<file path="config.mk">
export PLATFORM = sky130hd
export DESIGN_NAME = pnr_sysbus_master
export DESIGN_NICKNAME = d
export VERILOG_FILES = /design/src/rtl/pnr_sysbus_master.sv
export SDC_FILE = /design/constraint.sdc
export NUM_CORES = 1
export LEC_CHECK = 0
export BUFFER_PORTS_ARGS = -buffer_cell sky130_fd_sc_hd__buf_2
export CORE_MARGIN = 2
export CORE_UTILIZATION = 44
export CTS_CLUSTER_DIAMETER = 40
export DETAILED_ROUTE_END_ITERATION = 10
export HOLD_SLACK_MARGIN = 0.08
export PLACE_DENSITY = 0.79
export SETUP_SLACK_MARGIN = 0.1
export SYNTH_ARGS = -nofsm -noshare
export SYNTH_HDL_FRONTEND = slang
export SYNTH_SLANG_ARGS = --single-unit
</file>
<file path="constraint.sdc">
create_clock -name clk_i -period 2.2 [get_ports clk_i]
set_input_delay 0.44 -clock clk_i [delete_from_list [all_inputs] [get_ports clk_i]]
set_output_delay 0.44 -clock clk_i [all_outputs]
set_load 0.01 [all_outputs]
</file>
<file path="src/rtl/pnr_sysbus_master.sv">
// -----------------------------------------------------------------------------
// pnr_sysbus_master
//
// System-bus initiator for single read/write transactions to the PNR register
// bank and other same-clock-domain responders. Commands arrive over a
// valid/ready handshake; the block strobes the bus for one cycle, waits for
// ack/err (bounded by TIMEOUT cycles) and returns data plus status over a
// valid/ready response channel.
//
// Ports:
//   clk_i, rstn_i           clock, synchronous active-low reset
//   cmd_valid/cmd_ready     command handshake
//   cmd_write/addr/wdata    command payload (wdata ignored for reads)
//   rsp_valid/rsp_ready     response handshake
//   rsp_rdata/rsp_status    response payload (00 ok, 01 bus error, 10 timeout)
//   sys_addr/wdata/wen/ren  bus request; wen/ren are one-cycle strobes
//   sys_rdata/err/ack       bus reply, sampled only while waiting
//   busy_o                  transaction in flight
//   txn_cnt/err_cnt         saturating completion / error counters
// -----------------------------------------------------------------------------
module pnr_sysbus_master #(
    parameter int TIMEOUT = 16,
    parameter int CNT_W   = 16
) (
    input  logic             clk_i,
    input  logic             rstn_i,
    input  logic             cmd_valid,
    output logic             cmd_ready,
    input  logic             cmd_write,
    input  logic [31:0]      cmd_addr,
    input  logic [31:0]      cmd_wdata,
    output logic             rsp_valid,
    input  logic             rsp_ready,
    output logic [31:0]      rsp_rdata,
    output logic [1:0]       rsp_status,
    output logic [31:0]      sys_addr,
    output logic [31:0]      sys_wdata,
    output logic             sys_wen,
    output logic             sys_ren,
    input  logic [31:0]      sys_rdata,
    input  logic             sys_err,
    input  logic             sys_ack,
    output logic             busy_o,
    output logic [CNT_W-1:0] txn_cnt,
    output logic [CNT_W-1:0] err_cnt
);

    localparam logic [1:0]  ST_OK    = 2'b00;
    localparam logic [1:0]  ST_ERR   = 2'b01;
    localparam logic [1:0]  ST_TMO   = 2'b10;
    localparam logic [15:0] TMO_LAST = 16'(TIMEOUT - 1);

    typedef enum logic [1:0] {
        IDLE  = 2'd0,
        ISSUE = 2'd1,
        WAIT  = 2'd2,
        RESP  = 2'd3
    } state_t;

    state_t      state;
    state_t      state_nxt;
    logic        wr_flag;
    logic [15:0] tmo_cnt;

    logic        done;
    logic [1:0]  status_nxt;
    logic [31:0] rdata_nxt;

    function automatic logic [CNT_W-1:0] sat_inc(input logic [CNT_W-1:0] v);
        if (v == {CNT_W{1'b1}}) begin
            return v;
        end
        return v + {{(CNT_W-1){1'b0}}, 1'b1};
    endfunction

    // Handshake and strobe outputs are pure decodes of the state register,
    // so cmd_ready never depends combinationally on cmd_valid.
    assign cmd_ready = (state == IDLE);
    assign busy_o    = (state != IDLE);
    assign rsp_valid = (state == RESP);
    assign sys_wen   = (state == ISSUE) &&  wr_flag;
    assign sys_ren   = (state == ISSUE) && !wr_flag;

    always_ff @(posedge clk_i) begin
        if (!rstn_i) begin
            state <= IDLE;
        end else begin
            state <= state_nxt;
        end
    end

    // Completion priority in WAIT: error beats ack, ack beats timeout.
    always_comb begin
        state_nxt  = state;
        done       = 1'b0;
        status_nxt = ST_OK;
        rdata_nxt  = 32'h0;
        case (state)
            IDLE: begin
                if (cmd_valid) begin
                    state_nxt = ISSUE;
                end
            end
            ISSUE: begin
                state_nxt = WAIT;
            end
            WAIT: begin
                if (sys_err) begin
                    done       = 1'b1;
                    status_nxt = ST_ERR;
                end else if (sys_ack) begin
                    done       = 1'b1;
                    status_nxt = ST_OK;
                    rdata_nxt  = wr_flag ? 32'h0 : sys_rdata;
                end else if (tmo_cnt == TMO_LAST) begin
                    done       = 1'b1;
                    status_nxt = ST_TMO;
                end
                if (done) begin
                    state_nxt = RESP;
                end
            end
            RESP: begin
                if (rsp_ready) begin
                    state_nxt = IDLE;
                end
            end
            default: state_nxt = IDLE;
        endcase
    end

    always_ff @(posedge clk_i) begin
        if (!rstn_i) begin
            wr_flag    <= 1'b0;
            sys_addr   <= 32'h0;
            sys_wdata  <= 32'h0;
            tmo_cnt    <= 16'h0;
            rsp_rdata  <= 32'h0;
            rsp_status <= ST_OK;
            txn_cnt    <= '0;
            err_cnt    <= '0;
        end else begin
            // Bus address/data are captured only on accept, which keeps them
            // stable from ISSUE until the response has been taken.
            if (state == IDLE && cmd_valid) begin
                wr_flag   <= cmd_write;
                sys_addr  <= cmd_addr;
                sys_wdata <= cmd_wdata;
            end

            case (state)
                ISSUE:   tmo_cnt <= 16'h0;
                WAIT:    if (!done) tmo_cnt <= tmo_cnt + 16'd1;
                default: ;
            endcase

            if (state == WAIT && done) begin
                rsp_rdata  <= rdata_nxt;
                rsp_status <= status_nxt;
                txn_cnt    <= sat_inc(txn_cnt);
                if (status_nxt != ST_OK) begin
                    err_cnt <= sat_inc(err_cnt);
                end
            end
        end
    end

endmodule
</file>
==> results of run 1 <==
==> critical path: cells and delay by family (launching register included) <==
| kind | cells | cell delay, ns |
|---|---|---|
| DFF | 1 | 0.32 |
| and+or+nand+nor | 3 | 1.31 |
| buffers and inverters | 2 | 0.33 |
| AOI/OAI and AO/OA | 2 | 0.29 |
==> per-layer routing <==
metal | vias to the layer above | GRT usage | wire (microns)
met3 | 25 | 0.0754 | 1380
met1 | 3130 | 0.311 | 8410
met2 | 249 | 0.403 | 9780
li1 | 3215 | - | -
met5 | - | 0 | 0
met4 | 0 | 0.0654 | 238
==> final timing paths <==
kind	from	end	slack, ns	depth (start not counted)
setup / recovery	tmo_cnt[15]	err_cnt[5]	-0.13	7
setup reg to reg	tmo_cnt[15]	err_cnt[5]	-0.13	7
hold / removal	cmd_wdata[4]	sys_wdata[4]	0.26	3
hold reg to reg	sys_wdata[10]	sys_wdata[10]	0.45	2
==> cells by family after synthesis <==
family | after synthesis | share of synthesized area
simple gates | 341 | 0.266
flops | 149 | 0.490
mux | 2 | 0.00329
xor+xnor | 6 | 0.00863
compound gates | 187 | 0.177
fa+ha+maj | 7 | 0.0144
buf+inv | 62 | 0.0415
==> flip-flops by register name, summed over array words and instances (netlist names) <==
register    count
err_cnt        16
rsp_rdata      32
rsp_status      2
state           2
sys_addr       32
sys_wdata      32
tmo_cnt        16
txn_cnt        16
wr_flag         1
==> power groups by stage <==
stage	clock, mW	combinational (mW)	sequential, mW
final	2.85	3.02	3.14
after global routing	3.00	3.26	3.18
after CTS	2.88	2.66	3.14
after detailed placement	0	2.25	3.20
after global placement	0	2.23	3.18
after floorplan	0	1.19	3.31
==> through the flow <==
step,hold slack [ns],setup slack [ns]
floorplan,0.457,-0.0493
global placement,0.436,-0.0658
detailed placement,0.441,-0.131
CTS,0.241,-0.142
global route,0.245,-0.225
finish,0.261,-0.127
==> synthesized netlist by cell type (3+ instances only) <==
cell type  number  area [sq um]
and3_1          6          37.5
and4_1          6          52.6
nor2b_1         3          18.8
nor4b_1         3          26.3
nand4_1        14          87.6
o31ai_1        14           105
clkbuf_1       44           165
nor2_1         19          71.3
o21ai_0        19          95.1
ha_1            7          87.6
inv_1          10          37.5
nand2_1       184           691
and2_1          3          18.8
or3_1          16           100
dfxtp_1       149          2980
nand3_1        54           270
buf_2           4          20.0
nor3b_1         5          37.5
a21oi_1       130           651
a22oi_1         4          30.0
nor3_1          4          20.0
xor2_1          4          35.0
or4_1          16           120
==> layout make-up <==
type | instances | area (sq um)
multi-input combinational | 543 | 3540
clock inverter | 11 | 128
tap | 176 | 220
inverter | 11 | 43.8
fill | 1025 | 4050
clock buffer | 21 | 450
timing repair buffer | 304 | 1980
sequential | 149 | 2990
==> what timing repair did <==
action / 4_1_cts / 5_1_grt
cloned: 5 / 3
endpoints found under the setup margin: 75 / 81
setup buffers: 10 / 11
gates resized for setup: 37 / 141
pin swaps: 51 / 82
hold buffers: 0 / 0
==> results_dict.tcl, run 1 <==
set metrics [dict create \
    status "finished with violations" \
    violations "setup timing" \
    area_growth_pct 53.6 \
    antenna_found_initial 0 \
    p_comb_frac 0.335 \
    power_mw 9.01 \
    ys_seq_elements 149 \
    synth_area_sq_um 6090 \
    syn-instance-count 754 \
    grt_max_degree 67 \
    cts_buffers 17 \
    clkSinkCount 149 \
    cpMaxStageDelayCell "or4_4" \
    stdcell_count 1215 \
    insertion_delay_ns 0.42 \
    peakVddDrop_uv 608 \
    p_int_mw 5.94 \
    fin_skew_ns 0.0108 \
    grt_pass1_wl_mm 29.0 \
    grt_usage 0.244 \
    timing.final.ws_setup_ns -0.127 \
    synth_flop_cell "dfxtp_1" \
    layout.nets 1136 \
    synth.avg_cell_area_sq_um 8.07 \
    max_freq_mhz 430 \
    num_vias 6619 \
    path_max_fanout 14 \
    wl_mm 19.8 \
    seq_power_share 0.349 \
    worst_ep_arrival_time_ns 2.66 \
    crit_required_ns 2.54 \
    firstDrtPassIters 6 \
    drt_drc_violations_left 0 \
    routabilityCongestion 0.906 \
    port_buffers 237 \
    ys_seq_area_frac 0.490 \
    drtIter0Drc 486 \
    maxSlewViolCount 0 \
    cts-root-buf "clkbuf_16" \
    layout_common_cells "buf_2, nand2_1, dfxtp_1" \
    cts_tree "yes" \
    final-setup-viol-count 63 \
    p_switching_mw 3.07 \
    min_path_type "in -> reg" \
    n_antenna_cell 0 \
    synth_edf_count 0 \
    synth-async-reset-ratio 0 \
    grt_overflow 0 \
    clk_pin_slew_ns 0.06 \
    layout.cells.most_common "buf_2" \
    worstSetupEndpointType "flop" \
    cts_max_level 4 \
    finalHoldViolCount 0 \
    die_area_sq_um 14800 \
    stdcell_area_sq_um 9350 \
    grt_pass1_vias 5889 \
    critPathKind "reg -> reg" \
    synthesis.nets 864 \
    routedWlPerCell_microns 16.3 \
    placed_cells 1157 \
    fin_util 0.698 \
    routed_via_density 5.45 \
    crit_path_cell_trace "or4_4 -> buf_4 -> nor4_4 -> a22oi_2 -> buf_12 -> or4b_1 -> a21oi_1" \
    clock_path_buffers 2 \
    fin_crit_ns 2.33 \
    period_share 1.06 \
    dieHeight_microns 122 \
    power_density_nw_per_um2 964 \
    critPathLaunchType "flop" \
    rsz0062_at_grt "yes" \
    fp-row-count 42 \
    dpl.hpwl_mm 12.5 \
    drive_above_1_share 0.445 \
    ios 238 \
    relSlewSlack 0.543 \
    tightest_slew_ns 0.685 \
    drtAntennaViolNets 0 \
    ys_types 53 \
    power_leakage_nw 3.83 \
    switching_share 0.341 \
    ys_warn_count 0 \
    max_stage_delay_ns 0.56 \
    start_util 0.454 \
    fin_setup_tns_ns -4.21 \
    max_cap_viol_count 0 \
    pwr-share-clk 0.316 \
    core_area_sq_um 13400 \
    die_x_microns 122 \
    place_area_sq_um 7690 \
]
Note: power is estimated with default switching activity, not from simulation.
==> run 2, diff against run 1 <==
--- a/config.mk
+++ b/config.mk
@@ -7,11 +7,11 @@
 export LEC_CHECK = 0
 export BUFFER_PORTS_ARGS = -buffer_cell sky130_fd_sc_hd__buf_2
 export CORE_MARGIN = 2
-export CORE_UTILIZATION = 44
+export CORE_UTILIZATION = 49
 export CTS_CLUSTER_DIAMETER = 40
 export DETAILED_ROUTE_END_ITERATION = 10
 export HOLD_SLACK_MARGIN = 0.08
-export PLACE_DENSITY = 0.79
+export PLACE_DENSITY = 0.83
 export SETUP_SLACK_MARGIN = 0.1
 export SYNTH_ARGS = -nofsm -noshare
 export SYNTH_HDL_FRONTEND = slang
==> constraint.sdc (replaced) <==
create_clock -name clk_i -period 2.6 [get_ports clk_i]
set_input_delay 0.52 -clock clk_i [delete_from_list [all_inputs] [get_ports clk_i]]
set_output_delay 0.52 -clock clk_i [all_outputs]
set_load 0.01 [all_outputs]
==> run 2 against run 1 <==
Net effect:
- the run now ends clean
- clock power down 14%
- cell count is 3.8% lower
- count of clock-buffer cells in the layout is 4 lower
==> results_dict.tcl, run 2 (synthesized netlist as in run 1, its figures left out) <==
set metrics [dict create \
    power_leakage_nw 3.51 \
    r2r_cells 6 \
    status "finished, final reports clean" \
    drtIter0Drc 559 \
    cts_max_level 4 \
    final-setup-viol-count 0 \
    r2r_slack_ns 0.19 \
    critPathLaunchType "flop" \
    die_x_microns 115 \
    p_switching_mw 2.35 \
    core_area_sq_um 12100 \
    pre_cts_slack_ns 0.117 \
    fin_crit_ns 2.41 \
    hold_buffers 0 \
    top_regs "rsp_rdata x32, sys_addr x32, sys_wdata x32" \
    fin_setup_tns_ns 0 \
    peakVddDrop_uv 532 \
    grt_max_degree 64 \
    whs_ns 0.325 \
    num_vias 6233 \
    area_growth_pct 34.0 \
    insertion_delay_ns 0.43 \
    switching_share 0.336 \
    clk_pin_slew_ns 0.06 \
    rsz0062_at_grt "no" \
    clkSinkCount 149 \
    routedWlPerCell_microns 14.7 \
    holdPathEnd "sys_addr[18]" \
    ios 238 \
    fp-row-count 40 \
    cts-root-buf "clkbuf_16" \
    worst_ep_arrival_time_ns 2.76 \
    grt_pass1_vias 5544 \
    layout_common_cells "buf_2, nand2_1, dfxtp_1" \
    wl_mm 17.2 \
    period_share 0.926 \
    min_from "cmd_addr[18]" \
    timing.final.ws_setup_ns 0.193 \
    seq_power_share 0.381 \
    p_int_mw 4.63 \
    num-fill-cells 1009 \
    antenna_found_initial 2 \
    grt_usage 0.256 \
    reg2reg_to "txn_cnt[3]" \
    p_comb_frac 0.268 \
    critPathKind "reg -> reg" \
    port_buffers 237 \
    max_cap_viol_count 0 \
    tightest_slew_ns 0.491 \
    cts_tree "yes" \
    die_area_sq_um 13300 \
    n_antenna_cell 0 \
    r2r_start "tmo_cnt[11]" \
    power_density_nw_per_um2 856 \
    drtAntennaViolNets 0 \
    power_mw 6.98 \
    max_freq_mhz 416 \
    min_path_type "in -> reg" \
    worstSetupEndpointType "flop" \
    drt_drc_violations_left 0 \
    crit_required_ns 2.95 \
    dpl.hpwl_mm 11.9 \
    whs_path_depth 3 \
    pwr-share-clk 0.352 \
    finalHoldViolCount 0 \
    maxSlewViolCount 0 \
    layout.nets 1098 \
    start_util 0.505 \
    drive_above_1_share 0.309 \
    firstDrtPassIters 5 \
    routed_via_density 5.33 \
    fin_skew_ns 0.00791 \
    layout.cells.most_common "buf_2" \
    routabilityCongestion 0.874 \
    setup.worst_path.start "tmo_cnt[11]" \
    cts_buffers 17 \
    grt_overflow 0 \
    relSlewSlack 0.671 \
    grt_pass1_wl_mm 27.2 \
    dieHeight_microns 115 \
    path_max_fanout 11 \
    fin_util 0.676 \
    clock_path_buffers 2 \
]
[run 2: changes by cell type in the layout (fill, tap and decap cells not counted), moves of 14 or more]
cell	previous run	this run
nand3_2	22	0
o21ai_0	5	19
a21oi_2	33	0
nand3_1	21	54
buf_6	14	0
nand2_1	167	183
a21oi_1	97	130
[run 2: worst max-delay path by stage]
stage	end	depth (start not counted)	slack, ns
after floorplan	txn_cnt[14]	6	0.29
after global placement	txn_cnt[3]	6	0.15
after detailed placement	txn_cnt[3]	6	0.12
after CTS	txn_cnt[3]	6	0.11
final	txn_cnt[3]	6	0.19
after global routing	txn_cnt[3]	6	0.13
[run 2: cell type report]
type                    instances  area, sq um  area share
inverters                      11         43.8     0.00537
flip-flops and latches        149         2980       0.366
repair buffers                266         1440       0.177
clock inverters                15          165      0.0202
clock buffers                  17          425      0.0521
well taps                     168          210      0.0258
multi-input cells             543         2890       0.354
[run 2: stage by stage]
stage / area (sq um) / std cells
finish: 8160 / 1169
global placement: 7530 / 1135
detailed placement: 7530 / 1135
CTS: 8120 / 1167
global route: 8160 / 1169
floorplan: 6090 / 754
[run 2: worst max-delay path, cell delays in order (launching register included)]
cell      delay [ns]
dfxtp_1         0.30
or4_1           0.66
o41ai_4         0.43
o311ai_4        0.24
buf_4           0.23
or3_1           0.34
a21oi_1         0.14
[run 2: repair_timing]
item                       in CTS  in global routing
setup buffers                   0                  2
setup endpoints to repair       0                 12
resized for setup               0                  3
[run 2: power groups by stage]
stage | sequential (mW) | combinational (mW) | clock (mW)
global placement | 2.69 | 1.82 | 0
detailed placement | 2.70 | 1.83 | 0
global route | 2.69 | 2.05 | 2.60
floorplan | 2.80 | 0.991 | 0
finish | 2.66 | 1.87 | 2.45
CTS | 2.66 | 1.84 | 2.49
[run 2: metal layers]
layer,vias to the layer above,GRT usage,wire (microns)
met5,-,0,21
met4,4,0.0795,216
met3,26,0.0785,1120
li1,3129,-,-
met2,217,0.407,8590
met1,2857,0.335,7280
==> run 3, diff against run 2 <==
==> constraint.sdc (replaced) <==
create_clock -name clk_i -period 2.6 [get_ports clk_i]
set_input_delay 0.26 -clock clk_i [delete_from_list [all_inputs] [get_ports clk_i]]
set_output_delay 0.26 -clock clk_i [all_outputs]
set_load 0.01 [all_outputs]
==> run 3 against run 2 <==
Net effect:
- die area unchanged
- register-to-register slack improved by 0.04 ns
- non-clock buffer count increased by 42
- count of clock-buffer cells in the layout increased by 3
- first-iteration DRC count decreased by 5.0%
- via count increased by 7.6%
- fmax increased by 1.6%
- clock skew about the same
- sequential share of layout area decreased by 1.8 points
- highest routed layer unchanged
==> results_dict.tcl, run 3 (synthesized netlist as in run 1, its figures left out) <==
set metrics [dict create \
    fin_skew_ns 0.00800 \
    max_cap_viol_count 0 \
    ios 238 \
    firstDrtPassIters 5 \
    worstSetupEndpointType "flop" \
    place_area_sq_um 7520 \
    finalHoldViolCount 0 \
    start_util 0.505 \
    tightest_slew_ns 0.783 \
    crit_path_cell_trace "or4_1 -> o41a_1 -> buf_4 -> a221oi_1 -> nand3_1 -> o31ai_1" \
    antenna_found_initial 1 \
    status "finished, final reports clean" \
    dpl.hpwl_mm 11.9 \
    max_stage_delay_ns 0.67 \
    peakVddDrop_uv 536 \
    cts_buffers 17 \
    die_x_microns 115 \
    fin_crit_ns 2.37 \
    drt_drc_violations_left 0 \
    grt_max_degree 77 \
    routabilityCongestion 0.887 \
    relSlewSlack 0.478 \
    num_vias 6704 \
    clk_pin_slew_ns 0.06 \
    min_path_type "in -> reg" \
    period_share 0.911 \
    routedWlPerCell_microns 15.9 \
    layout.nets 1140 \
    grt_usage 0.282 \
    critPathLaunchType "flop" \
    worst_ep_arrival_time_ns 2.69 \
    cpMaxStageDelayCell "or4_1" \
    grt_pass1_wl_mm 30.1 \
    pre_cts_slack_ns 0.0777 \
    cts_max_level 4 \
    core_area_sq_um 12100 \
    clkSinkCount 149 \
    area_growth_pct 40.8 \
    path_buf_inv 1 \
    path_max_fanout 5 \
    routed_via_density 5.53 \
    insertion_delay_ns 0.42 \
    critPathKind "reg -> reg" \
    grt_pass1_vias 6176 \
    fp-row-count 40 \
    power_density_nw_per_um2 814 \
    port_buffers 237 \
    drive_above_1_share 0.292 \
    maxSlewViolCount 0 \
    layout.cells.most_common "buf_2" \
    whs_ns 0.0922 \
    grt_overflow 0 \
    power_leakage_nw 3.66 \
    top_regs "rsp_rdata x32, sys_addr x32, sys_wdata x32" \
    crit_required_ns 2.92 \
    drtAntennaViolNets 0 \
    wl_mm 19.3 \
    max_freq_mhz 422 \
    rsz0062_at_grt "no" \
    stdcell_area_sq_um 8570 \
    cts-root-buf "clkbuf_16" \
    timing.final.ws_setup_ns 0.231 \
    cts_tree "yes" \
    final-setup-viol-count 0 \
    dieHeight_microns 115 \
    drtIter0Drc 531 \
    die_area_sq_um 13300 \
    clock_path_buffers 2 \
    layout_common_cells "buf_2, nand2_1, dfxtp_1" \
    cp_top_family "compound AO/OA/AOI/OAI gates" \
    num-fill-cells 935 \
    fin_setup_tns_ns 0 \
]
run 3: changes by cell type in the layout (fill, tap and decap cells not counted), sizes merged:
cell	previous run	this run
dlygate4sd3	0	45
inv	20	11
buf	266	263
clkbuf	17	20
diode	0	3
clkinv	3	5
clkinvlp	1	3
run 3: final timing paths:
path | cells after the start | startpoint | slack [ns] | endpoint
worst min register to register | 2 | rsp_rdata[14] | 0.45 | rsp_rdata[14]
worst max-delay path | 6 | tmo_cnt[11] | 0.23 | state[1]
worst min-delay path | 3 | cmd_wdata[9] | 0.09 | sys_wdata[9]
worst max register to register | 6 | tmo_cnt[11] | 0.23 | state[1]
run 3: tightest hold or removal path, cell delays in order:
cell and delay, ns:
buf_2 0.10, nand2_1 0.05, a21oi_1 0.05
run 3: layout make-up:
cell class / count / area (sq um) / share of cell area
well taps: 168 / 210 / 0.0245
inverters: 11 / 43.8 / 0.00511
flip-flops and latches: 149 / 2980 / 0.348
clock buffers: 20 / 457 / 0.0533
diodes: 3 / 7.51 / 0.000876
repair buffers: 308 / 1870 / 0.218
clock inverters: 10 / 108 / 0.0126
multi-input cells: 543 / 2900 / 0.338
run 3: report_power, final:
part	leakage [nW]	internal (mW)	switching [mW]
combinational	2.18	0.709	1.26
sequential	1.21	2.53	0.135
clock	0.273	1.44	0.912
run 3: repair_timing:
item	in CTS	in global routing
resized for setup	1	3
hold endpoints to repair	45	0
setup buffers	0	1
endpoints found under the setup margin	1	16
hold buffers	45	0
pin swaps	0	2
run 3: routing by layer:
| layer | global-route usage | vias to the layer above | share of wire |
|---|---|---|---|
| met5 | 0 | - | 0.00067 |
| met4 | 0.137 | 2 | 0.037 |
| met3 | 0.0748 | 61 | 0.061 |
| met2 | 0.469 | 282 | 0.51 |
| met1 | 0.340 | 3152 | 0.40 |
| li1 | - | 3207 | - |
run 3: per-stage QoR:
stage | utilization | total power [mW] | cells
after detailed placement | 0.623 | 4.54 | 1133
after floorplan | - | 3.80 | 754
after global routing | 0.710 | 7.30 | 1209
final | 0.711 | 6.98 | 1212
after CTS | 0.708 | 6.94 | 1208
after global placement | 0.623 | 4.51 | 1133
